--- src/rtl/klein64_enc_if.sv ---
// Request/response bundle for the KLEIN-64 encryption core.
// The master side issues a block; the slave side returns the ciphertext.
interface klein64_enc_if;
  logic        start;
  logic [63:0] key_in;
  logic [63:0] pt_in;
  logic        busy;
  logic        done;
  logic [63:0] ct_out;

  modport master (
    output start,
    output key_in,
    output pt_in,
    input  busy,
    input  done,
    input  ct_out
  );

  modport slave (
    input  start,
    input  key_in,
    input  pt_in,
    output busy,
    output done,
    output ct_out
  );
endinterface

--- src/rtl/klein64_enc_core.sv ---
// Iterative KLEIN-64 encryption core: one full round per clock.
// The round key schedule runs alongside the data path, one step per round.
module klein64_enc_core #(
  parameter int unsigned ROUNDS = 12
) (
  input logic          clk,
  input logic          rst_n,
  klein64_enc_if.slave bus
);

  typedef enum logic [1:0] {StIdle, StRun, StDone} state_e;

  localparam logic [3:0] LastRnd = 4'(ROUNDS);

  function automatic logic [3:0] sbox(input logic [3:0] x);
    logic [3:0] y;
    unique case (x)
      4'h0: y = 4'h7;
      4'h1: y = 4'h4;
      4'h2: y = 4'hA;
      4'h3: y = 4'h9;
      4'h4: y = 4'h1;
      4'h5: y = 4'hF;
      4'h6: y = 4'hB;
      4'h7: y = 4'h0;
      4'h8: y = 4'hC;
      4'h9: y = 4'h3;
      4'hA: y = 4'h2;
      4'hB: y = 4'h6;
      4'hC: y = 4'h8;
      4'hD: y = 4'hE;
      4'hE: y = 4'hD;
      default: y = 4'h5;
    endcase
    return y;
  endfunction

  function automatic logic [7:0] xtime(input logic [7:0] b);
    return {b[6:0], 1'b0} ^ (b[7] ? 8'h1B : 8'h00);
  endfunction

  // AES MixColumns on one 4-byte tuple, byte 0 in the top bits.
  function automatic logic [31:0] mix_col(input logic [31:0] w);
    logic [7:0] s0, s1, s2, s3;
    s0 = w[31:24];
    s1 = w[23:16];
    s2 = w[15:8];
    s3 = w[7:0];
    return {xtime(s0) ^ xtime(s1) ^ s1 ^ s2 ^ s3,
            s0 ^ xtime(s1) ^ xtime(s2) ^ s2 ^ s3,
            s0 ^ s1 ^ xtime(s2) ^ xtime(s3) ^ s3,
            xtime(s0) ^ s0 ^ s1 ^ s2 ^ xtime(s3)};
  endfunction

  state_e      st_q, st_d;
  logic [63:0] data_q, data_d;
  logic [63:0] rkey_q, rkey_d;
  logic [3:0]  rnd_q, rnd_d;
  logic [63:0] ct_q, ct_d;

  // Data path: AddRoundKey, SubNibbles, RotateNibbles, MixNibbles.
  logic [63:0] ark, sub, rot, round_out;

  assign ark = data_q ^ rkey_q;

  for (genvar n = 0; n < 16; n++) begin : g_sub
    assign sub[4*n +: 4] = sbox(ark[4*n +: 4]);
  end

  assign rot       = {sub[47:0], sub[63:48]};
  assign round_out = {mix_col(rot[63:32]), mix_col(rot[31:0])};

  // Key schedule step from the current round key and round number.
  logic [31:0] ka_rot, kb_rot, kb_mix;
  logic [15:0] kb_sub;
  logic [63:0] next_key;

  assign ka_rot = {rkey_q[55:32], rkey_q[63:56]};
  assign kb_rot = {rkey_q[23:0], rkey_q[31:24]};
  assign kb_mix = ka_rot ^ kb_rot;

  for (genvar n = 0; n < 4; n++) begin : g_ksub
    assign kb_sub[4*n +: 4] = sbox(kb_mix[8 + 4*n +: 4]);
  end

  assign next_key = {kb_rot[31:16], kb_rot[15:8] ^ {4'h0, rnd_q}, kb_rot[7:0],
                     kb_mix[31:24], kb_sub, kb_mix[7:0]};

  always_comb begin
    st_d   = st_q;
    data_d = data_q;
    rkey_d = rkey_q;
    rnd_d  = rnd_q;
    ct_d   = ct_q;
    unique case (st_q)
      StIdle: begin
        if (bus.start) begin
          data_d = bus.pt_in;
          rkey_d = bus.key_in;
          rnd_d  = 4'd1;
          st_d   = StRun;
        end
      end
      StRun: begin
        data_d = round_out;
        rkey_d = next_key;
        rnd_d  = rnd_q + 4'd1;
        if (rnd_q == LastRnd) begin
          // Final whitening with sk_{ROUNDS+1}.
          ct_d = round_out ^ next_key;
          st_d = StDone;
        end
      end
      StDone: begin
        rnd_d = 4'd0;
        st_d  = StIdle;
      end
      default: st_d = StIdle;
    endcase
  end

  always_ff @(posedge clk) begin
    if (!rst_n) begin
      st_q   <= StIdle;
      data_q <= '0;
      rkey_q <= '0;
      rnd_q  <= '0;
      ct_q   <= '0;
    end else begin
      st_q   <= st_d;
      data_q <= data_d;
      rkey_q <= rkey_d;
      rnd_q  <= rnd_d;
      ct_q   <= ct_d;
    end
  end

  assign bus.busy   = (st_q != StIdle);
  assign bus.done   = (st_q == StDone);
  assign bus.ct_out = ct_q;

endmodule

--- src/flat_wrapper.sv ---
// flat-port wrapper written by rule: the top's interface ports become plain ports
module klein64_enc_core_flat 
#(
  parameter int unsigned ROUNDS = 12
)
  (clk, rst_n, bus_start, bus_key_in, bus_pt_in, bus_busy, bus_done, bus_ct_out);
  klein64_enc_if bus_i ();
  input logic clk;
  input logic rst_n;
  input wire logic [$bits(bus_i.start)-1:0] bus_start;
  input wire logic [$bits(bus_i.key_in)-1:0] bus_key_in;
  input wire logic [$bits(bus_i.pt_in)-1:0] bus_pt_in;
  output wire logic [$bits(bus_i.busy)-1:0] bus_busy;
  output wire logic [$bits(bus_i.done)-1:0] bus_done;
  output wire logic [$bits(bus_i.ct_out)-1:0] bus_ct_out;
  assign bus_i.start = bus_start;
  assign bus_i.key_in = bus_key_in;
  assign bus_i.pt_in = bus_pt_in;
  assign bus_busy = bus_i.busy;
  assign bus_done = bus_i.done;
  assign bus_ct_out = bus_i.ct_out;
  klein64_enc_core #(.ROUNDS(ROUNDS)) u_core (.clk(clk), .rst_n(rst_n), .bus(bus_i));
endmodule
--- config.mk ---
export PLATFORM = sky130hd
export DESIGN_NAME = klein64_enc_core_flat
export DESIGN_NICKNAME = d
export VERILOG_FILES = /design/src/rtl/klein64_enc_if.sv /design/src/rtl/klein64_enc_core.sv /design/src/flat_wrapper.sv
export SDC_FILE = /design/constraint.sdc
export NUM_CORES = 1
export LEC_CHECK = 0
export CORE_UTILIZATION = 55
export CTS_CLUSTER_SIZE = 16
export DETAILED_ROUTE_END_ITERATION = 12
export PLACE_DENSITY = 0.79
export SLEW_MARGIN = 30
export SYNTH_ARGS = -nofsm -noshare
export SYNTH_HDL_FRONTEND = slang
export SYNTH_SLANG_ARGS = --single-unit
export TNS_END_PERCENT = 100
--- constraint.sdc ---
create_clock -name clk -period 3.25 [get_ports clk]
set_input_delay 0.975 -clock clk [delete_from_list [all_inputs] [get_ports clk]]
set_output_delay 0.975 -clock clk [all_outputs]
set_load 0.05 [all_outputs]
# [Yosys cells after proc, flatten, opt, wreduce, memory -nomap -nowiden]
# Memories as Yosys holds them, arrays and structs flattened.
# Index checks and enable logic that the tools add are counted.
[totals] regBits=198 romBits=1280 in_bits=131 output_inout_bits=66 elab_cells=100 memories=20
[memory_table] name="(no name shown)" depth=16 word_bits=4 rd=1 rd_ports_with_merged_regs=0 write_ports=0 line="klein64_enc_core.sv:17" source="unique case (x)"
[memory_table] name="(no name shown)" depth=16 word_bits=4 rd=1 rd_ports_with_merged_regs=0 write_ports=0 line="klein64_enc_core.sv:17"
[memory_table] name="(no name shown)" depth=16 word_bits=4 rd=1 rd_ports_with_merged_regs=0 write_ports=0 line="klein64_enc_core.sv:17"
[memory_table] name="(no name shown)" depth=16 word_bits=4 rd=1 rd_ports_with_merged_regs=0 write_ports=0 line="klein64_enc_core.sv:17"
[memory_table] name="(no name shown)" depth=16 word_bits=4 rd=1 rd_ports_with_merged_regs=0 write_ports=0 line="klein64_enc_core.sv:17"
[memory_table] name="(no name shown)" depth=16 word_bits=4 rd=1 rd_ports_with_merged_regs=0 write_ports=0 line="klein64_enc_core.sv:17"
[memory_table] name="+14 memories"
[op_classes] add_sub_neg=1 n_eq_ne=5 muxes=17 n_bitwise=44 reduce_logical=8
[ops] operator="XOR 8 bit" n=39
[ops] operator="one-hot mux 64 bit (2 select lines)" n=2
[ops] operator="2-to-1 mux 64 bit" n=2
[ops] operator="XOR 64 bit" n=2
[ops] operator="2-to-1 mux 5 bit" n=8
[ops] operator="XOR 32 bit" n=1
[ops] operator="one-hot mux 4 bit (3 select lines)" n=1
[ops] operator="AND reduction 2 bit" n=4
[ops] operator="XOR 8 x 4 -> 8 bit" n=1
[ops] operator="XOR 8 x 5 -> 8 bit" n=1
[ops] operator="adder 4 x 1 -> 4 bit (second input constant)" n=1
[ops] operator="equality test 4 bit (second input constant)" n=1
[ops] operator="2-to-1 mux 2 bit" n=2
[ops] operator="2-to-1 mux 4 bit" n=1
[ops] operator="one-hot mux 2 bit (2 select lines)" n=1
[ops] operator="nonzero test 2 bit" n=2
[ops] operator="nonzero test 3 bit" n=1
[ops] operator="equality test 2 x 1 -> 1 bit (second input constant)" n=1
[ops] operator="equality test 2 bit (second input constant)" n=1
[ops] operator="zero test 2 bit" n=1
[ops] operator="inequality test 2 x 1 -> 1 bit (second input constant)" n=1
[ops] operator="inequality test 2 bit (second input constant)" n=1

# [Longest topological paths before layout]
# Gate-level depths: netlist of run 1.
# An unclocked memory read counts as a cell.
[logic_depth] depth_word=9 mapped_depth=12 ltp_nobuf=11

# [Worst setup path after synthesis of run 1]
# OpenSTA, ideal clock, no wires.
[synth_timing] path_type="register to register" start="register u_core.rkey_q[24]" end="register u_core.ct_q[51] (netlist: u_core.bus.ct_out[51])" setup_time_ns=0.063 t_arrival_ns=2.771 required_ns=3.187 path_slack_ns=0.416 path_stages_with_launch=11 path_buffers=1 period_less_slack_ns=2.834 path_cell_list="dfxtp_1 > clkbuf_1 > xor2_1 > inv_1 > ha_1 > mux4_2 > xor2_1 > xnor2_2 > xnor2_1 > or4_1 > nand3_1"
[synth_via] elab_chain_cells=7
[synth_rtl] element="start, declared" line="klein64_enc_core.sv:57" source="logic [63:0] rkey_q, rkey_d;"
[synth_rtl] element="start signal, assigned" line="klein64_enc_core.sv:132" source="rkey_q <= rkey_d;"
[synth_rtl] element="XOR 64 bit *" line="klein64_enc_core.sv:64" source="assign ark = data_q ^ rkey_q;"
[synth_rtl] element="memory (16 x 4 bit) *"
[synth_rtl] element="XOR 8 bit" line="klein64_enc_core.sv:39" source="return {b[6:0], 1'b0} ^ (b[7] ? 8'h1B : 8'h00);"
[synth_rtl] element="XOR 8 bit" line="klein64_enc_core.sv:50" source="s0 ^ xtime(s1) ^ xtime(s2) ^ s2 ^ s3,"
[synth_rtl] element="XOR 8 bit * (2 in series)" line="klein64_enc_core.sv:50"
[synth_rtl] element="XOR 64 bit *" line="klein64_enc_core.sv:110" source="ct_d = round_out ^ next_key;"
[synth_rtl] element="end signal, assigned" line="klein64_enc_core.sv:134" source="ct_q <= ct_d;"
[synth_rtl] element="end, declared" line="klein64_enc_core.sv:59" source="logic [63:0] ct_q, ct_d;"
# Every way passes the cells marked *; elsewhere a longest branch is shown, timed or not.
# A chain may end at the register's enable or synchronous reset.

# [Worst setup path after layout of run 1]
[layout_timing] start="register u_core.rkey_q[20]" end="register u_core.data_q[44]"
[layout_via] elab_chain_cells=7
[layout_rtl] element="XOR 64 bit *" line="klein64_enc_core.sv:64"
[layout_rtl] element="memory (16 x 4 bit) *"
[layout_rtl] element="2-to-1 mux 5 bit" line="klein64_enc_core.sv:39"
[layout_rtl] element="XOR 8 bit" line="klein64_enc_core.sv:39"
[layout_rtl] element="XOR 8 bit" line="klein64_enc_core.sv:51" source="s0 ^ s1 ^ xtime(s2) ^ xtime(s3) ^ s3,"
[layout_rtl] element="XOR 8 bit *" line="klein64_enc_core.sv:51"
[layout_rtl] element="one-hot mux 64 bit (2 select lines) *" line="klein64_enc_core.sv:95" source="unique case (st_q)"
[layout_rtl] element="end signal, assigned" line="klein64_enc_core.sv:131" source="data_q <= data_d;"
[layout_rtl] element="end, declared" line="klein64_enc_core.sv:56" source="logic [63:0] data_q, data_d;"
# Marks and branches as above.

==> results of run 1 <==
==> cells in the final DEF (no fill, tap or decap), drive strengths merged, types with 38 or more instances in the layout <==
| master | n |
|---|---|
| a211oi | 84 |
| a21oi | 138 |
| buf | 73 |
| clkdlybuf4s50 | 194 |
| dfxtp | 198 |
| ha | 83 |
| inv | 99 |
| mux2i | 76 |
| mux4 | 55 |
| nand2 | 64 |
| nor2 | 159 |
| nor3 | 38 |
| o21ai | 114 |
| xnor2 | 245 |
| xor2 | 98 |
==> path summary, 6_finish.rpt <==
check,startpoint,end
max reg2reg,u_core.rkey_q[20],u_core.data_q[44]
min,u_core.bus.ct_out[40],u_core.bus.ct_out[40]
max,u_core.rkey_q[20],u_core.data_q[44]
min reg2reg,u_core.bus.ct_out[40],u_core.bus.ct_out[40]
==> per-stage QoR <==
step	setup TNS [ns]	std cells	cell area, µm²	setup WS [ns]	hold slack (ns)
after floorplan	0	1712	15600	0.416	0.461
after global placement	0	2244	18200	0.112	0.441
after detailed placement	0	2244	18200	0.0623	0.449
after CTS	0	2276	18900	0.00588	0.465
after global routing	-0.0179	2276	18900	-0.0179	0.478
final	0	2276	18900	0.0696	0.457
==> state kept, by name (all words and copies together), names as in the netlist <==
name,flops
u_core.bus.ct_out,64
u_core.data_q,64
u_core.rnd_q,4
u_core.rkey_q,64
u_core.st_q,2
==> Yosys cell counts, drive strengths merged, types with 2 or more instances <==
cell type	instances	area (µm²)
a211oi	84	663
a21o	5	37.5
a21oi	138	691
a22oi	2	15.0
a31o	6	52.6
a31oi	16	106
and2	6	37.5
and3	17	106
buf	28	145
clkbuf	86	332
clkinv	2	7.51
dfxtp	198	3960
ha	83	1040
inv	92	345
mux2	4	45.0
mux2i	76	781
mux4	55	1260
nand2	64	240
nand2b	14	87.6
nand3	18	90.1
nand4	8	50.1
nor2	159	597
nor3	38	190
nor3b	2	15.0
o211a	2	20.0
o211ai	10	75.1
o21ai	114	571
o22ai	2	12.5
o311ai	2	25.0
or3	8	50.1
or4	3	22.5
xnor2	245	2430
xnor3	18	407
xor2	98	1040
==> routing by layer <==
layer / part of all wire [%] / GRT usage (%)
met1: 40 / 44.9
met2: 46 / 56.4
met3: 8.6 / 4.88
met4: 5.4 / 18.3
met5: 0 / 0
==> critical path: cells and delay by family (launching register included) <==
family,cells,cell delay [ns]
xor gates and xnor gates,4,1.12
muxes,1,0.61
DFF,1,0.52
AOI/OAI and AO/OA,2,0.36
adders and majority gates,1,0.23
buffers and inverters,1,0.14
and+or+nand+nor,1,0.07
==> final cells by class <==
cell class | instances | area [µm²] | area share (%)
Tap cell | 378 | 473 | 2.50
Sequential cell | 198 | 3960 | 20.9
Clock inverter | 15 | 185 | 0.978
Timing Repair Buffer | 268 | 2560 | 13.5
Multi-Input combinational cell | 1306 | 11000 | 57.9
Clock buffer | 17 | 425 | 2.25
Inverter | 94 | 354 | 1.87
==> cells by family (layout without fill, tap and decap cells) <==
group	after synthesis	after routing	share of synthesized area, %
xor+xnor	362	362	24.9
flops	198	198	25.3
buf+inv	208	394	5.30
mux	135	135	13.3
compound gates	387	387	14.9
simple gates	339	339	9.59
fa+ha+maj	83	83	6.64
==> results.py, run 1 <==
metrics = {
    "outcome": {
        "status": "finished clean",
    },
    "grt": {
        "grt_pass1_wl_mm": 76.1,
        "antenna_found_initial": 0,
        "gr-total-overflow": 0,
        "grtUsageTotal_pct": 34.7,
        "grt_pass1_vias": 13200,
        "grt_max_degree": 108,
    },
    "drt": {
        "wl_per_cell_um": 21.8,
        "routed_wl_mm": 49.5,
        "drtIter0Drc": 1464,
        "drc": 0,
        "via_per_inst": 6.02,
        "via_count": 13700,
        "ant_nets": 0,
        "firstDrtPassIters": 5,
    },
    "critical_path": {
        "path_cells": "xor2_2, inv_1, ha_1, mux4_2, xor2_4, xnor2_1, xnor2_1, a21oi_1, a21oi_1, nor2_1",
        "start_kind": "register",
        "ff2ff_setup_slack_ns": 0.07,
        "critPathRequiredTime_ns": 3.58,
        "cp_slowest_stage_delay_ns": 0.61,
        "reg2reg_depth": 10,
        "cp_slowest_cell": "mux4_2",
        "cp-end-kind": "register",
        "crit_type": "reg -> reg",
        "cp_max_fo": 6,
        "crit_arrival_ns": 3.51,
    },
    "clock_tree": {
        "cts_root_buffer": "clkbuf_16",
        "cts_resized": 0,
        "cts_setup_buffers": 0,
        "hold_buffers": 0,
        "numCtsBuffers": 17,
        "tritoncts": "yes",
        "clock-sinks": 198,
        "clk_latency_ns": 0.45,
        "cts_buffer_depth": 2,
        "htree_levels": 4,
        "path_clk_slew_ns": 0.08,
    },
    "yosys": {
        "synthArstFlopShare_pct": 0,
        "ys_types": 61,
        "synth-main-ff-cell": "dfxtp_1",
        "synth_area_per_cell_um2": 9.14,
        "synth-seq-area-share_pct": 25.3,
        "syn_area_um2": 15600,
        "synth-edff-count": 0,
        "yosys_register_bits": 198,
        "ys_warn_count": 0,
        "synthCells": 1712,
        "syn_nets": 1926,
    },
    "floorplanning": {
        "fp.dieH_um": 171,
        "io-pin-count": 197,
        "start_util_pct": 56.2,
        "die_w_um": 171,
        "rows": 61,
        "core_area_um2": 27900,
        "die-area_um2": 29100,
    },
    "worst_hold_path": {
        "hold_class": "reg -> reg",
        "holdPathStages": 2,
    },
    "finish": {
        "fin_util_pct": 68.0,
        "nFillCells": 2155,
        "area_delta_synth_final_pct": 21.0,
        "diodes": 0,
        "fin_nets": 2099,
        "drive_above_1_share_pct": 13.1,
    },
    "sta": {
        "hold_viol": 0,
        "tightest_slew_ns": 0.831,
        "final.setup_skew_ns": 0.0153,
        "period_minus_slack_ns": 3.18,
        "slew_violations": 0,
        "setup_viol": 0,
        "max_slew_margin_pct": 44.2,
        "period_share_pct": 97.9,
        "max_freq_mhz": 314,
    },
    "placed_design": {
        "hpwl_mm": 37.4,
        "io_buffers": 196,
        "place.gp.congestion": 0.993,
    },
    "flow_run": {
        "cap_viol_max_count": 0,
    },
}
Power of run 1 is left out: the tool's default activity adds up to more than one toggle a clock period on the data nets, which glitch-free logic cannot reach.
==> inputs of run 2 (changes only) <==
--- a/config.mk
+++ b/config.mk
@@ -5,6 +5,7 @@
 export SDC_FILE = /design/constraint.sdc
 export NUM_CORES = 1
 export LEC_CHECK = 0
+export CAP_MARGIN = 20
 export CORE_UTILIZATION = 55
 export CTS_CLUSTER_SIZE = 16
 export DETAILED_ROUTE_END_ITERATION = 12
==> results of run 2 <==
No change in the layout: final DEF, timing and power equal those of run 1.
Power of run 2 is left out for the same reason.
==> inputs of run 3 (changes only) <==
--- a/config.mk
+++ b/config.mk
@@ -7,6 +7,7 @@
 export LEC_CHECK = 0
 export CAP_MARGIN = 20
 export CORE_UTILIZATION = 55
+export CTS_BUF_LIST = sky130_fd_sc_hd__clkbuf_2
 export CTS_CLUSTER_SIZE = 16
 export DETAILED_ROUTE_END_ITERATION = 12
 export PLACE_DENSITY = 0.79
==> run 3 against run 2 <==
Compared with the run above:
- wire length down 2.0%
- critical endpoint unchanged
- worst hold slack better by 0.013 ns
- clock skew up 0.039 ns
- largest cell class unchanged
- clock-buffer cell count unchanged
- sequential cell count unchanged
- final cell count about the same
- core utilization down 1.2 points
==> results.py, run 3 (synthesis results as in run 1) <==
metrics = {
    "sta": {
        "max_slew_margin_pct": 43.1,
        "period_minus_slack_ns": 3.17,
        "final.setup_skew_ns": 0.0540,
        "tns_ns": 0,
        "tightest_slew_ns": 0.847,
        "period_share_pct": 97.5,
        "setup_viol": 0,
        "hold_viol": 0,
        "max_freq_mhz": 316,
        "rsz0062_at_grt": "false",
        "layout_setup_ws_ns": 0.0826,
        "slew_violations": 0,
    },
    "floorplanning": {
        "rows": 61,
        "start_util_pct": 56.2,
        "fp.dieH_um": 171,
        "die-area_um2": 29100,
        "core_area_um2": 27900,
        "die_w_um": 171,
        "io-pin-count": 197,
    },
    "worst_hold_path": {
        "hold_class": "reg -> reg",
        "min_to": "u_core.bus.ct_out[40]",
        "holdPathStages": 2,
        "min_from": "u_core.bus.ct_out[40]",
    },
    "drt": {
        "ant_nets": 0,
        "via_count": 13600,
        "firstDrtPassIters": 7,
        "drtIter0Drc": 1219,
        "via_per_inst": 5.99,
        "routed_wl_mm": 48.6,
        "wl_per_cell_um": 21.3,
        "drc": 0,
    },
    "critical_path": {
        "cp_max_fo": 6,
        "ff2ff_setup_slack_ns": 0.08,
        "r2r-start": "u_core.rkey_q[20]",
        "crit_arrival_ns": 3.91,
        "reg2reg_depth": 10,
        "start_kind": "register",
        "crit_type": "reg -> reg",
        "critPathRequiredTime_ns": 4.00,
        "cp-end-kind": "register",
        "reg2reg_to": "u_core.data_q[44]",
    },
    "clock_tree": {
        "htree_levels": 4,
        "cts_buffer_depth": 2,
        "path_clk_slew_ns": 0.34,
        "clock-sinks": 198,
        "clk_latency_ns": 0.85,
        "numCtsBuffers": 17,
        "cts_root_buffer": "clkbuf_2",
        "tritoncts": "yes",
    },
    "placed_design": {
        "post-place-ws_ns": 0.0623,
        "io_buffers": 196,
        "place.gp.congestion": 0.993,
        "hpwl_mm": 37.4,
    },
    "finish": {
        "fin_nets": 2100,
        "nFillCells": 2213,
        "final_cell_mix": "209 x xnor2_1, 195 x dfxtp_1, 193 x clkdlybuf4s50_1, 159 x nor2_1, 137 x a21oi_1",
        "area_delta_synth_final_pct": 18.8,
        "drive_above_1_share_pct": 13.3,
        "mostFrequentLayoutCell": "xnor2_1",
    },
    "grt": {
        "grtUsageTotal_pct": 33.9,
        "grt_pass1_vias": 13000,
        "grt_pass1_wl_mm": 74.6,
        "gr-total-overflow": 0,
        "grt_max_degree": 108,
        "antenna_found_initial": 1,
    },
    "outcome": {
        "status": "finished clean",
    },
    "flow_run": {
        "cap_viol_max_count": 0,
    },
}
## run 3: cell count changes in the layout (fill, tap and decap cells not counted), moves of 3 or more
cell       change
clkbuf_16     -17
clkbuf_2      +17
dfxtp_1        -3
dfxtp_2        +3
## run 3: what timing repair did
item,in CTS,in global routing
pin swaps,0,1
hold buffers,0,0
setup buffers,0,1
gates resized for setup,5,13
endpoints found under the setup margin,2,28
cloned,0,0
## run 3: worst max path at each step
| stage | from | endpoint | cells after the start |
|---|---|---|---|
| after floorplan | u_core.rkey_q[24] | u_core.bus.ct_out[51] | 10 |
| after global placement | u_core.rkey_q[12] | u_core.bus.ct_out[7] | 10 |
| after detailed placement | u_core.rkey_q[12] | u_core.bus.ct_out[7] | 10 |
| after CTS | u_core.rkey_q[12] | u_core.bus.ct_out[7] | 10 |
| after global routing | u_core.rkey_q[60] | u_core.bus.ct_out[21] | 10 |
| final | u_core.rkey_q[20] | u_core.data_q[44] | 10 |
## run 3: layout make-up
type	instances	area, µm²	area share (%)
multi-input combinational	1306	11000	59.0
sequential	198	3970	21.3
timing repair buffer	269	2560	13.8
tap	378	473	2.54
inverter	94	354	1.90
clock inverter	15	185	0.996
clock buffer	17	85.1	0.458
antenna	1	2.50	0.0135
## run 3: metal layers
layer	GRT usage [%]	vias up	share of wire [%]
met5	0	-	0
met4	17.0	0	5.4
met3	4.97	141	8.3
met2	55.0	694	46
met1	44.1	6553	40
li1	-	6249	-
## run 3: worst max-delay path: stages, from the launching register on
cell,delay [ns]
dfxtp_2,0.50
xor2_1,0.37
inv_1,0.15
ha_1,0.23
mux4_2,0.62
xor2_4,0.35
xnor2_1,0.14
xnor2_1,0.32
a21oi_1,0.17
a21oi_1,0.17
nor2_1,0.07
## run 3: per-stage QoR
| stage | hold slack [ns] | utilization, % | instance area, µm² | instances |
|---|---|---|---|---|
| floorplan | 0.461 | - | 15600 | 1712 |
| global placement | 0.441 | 65.5 | 18200 | 2244 |
| detailed placement | 0.449 | 65.5 | 18200 | 2244 |
| CTS | 0.479 | 66.5 | 18500 | 2276 |
| global route | 0.491 | 66.7 | 18600 | 2278 |
| finish | 0.470 | 66.7 | 18600 | 2278 |
Power of run 3 is left out for the same reason.
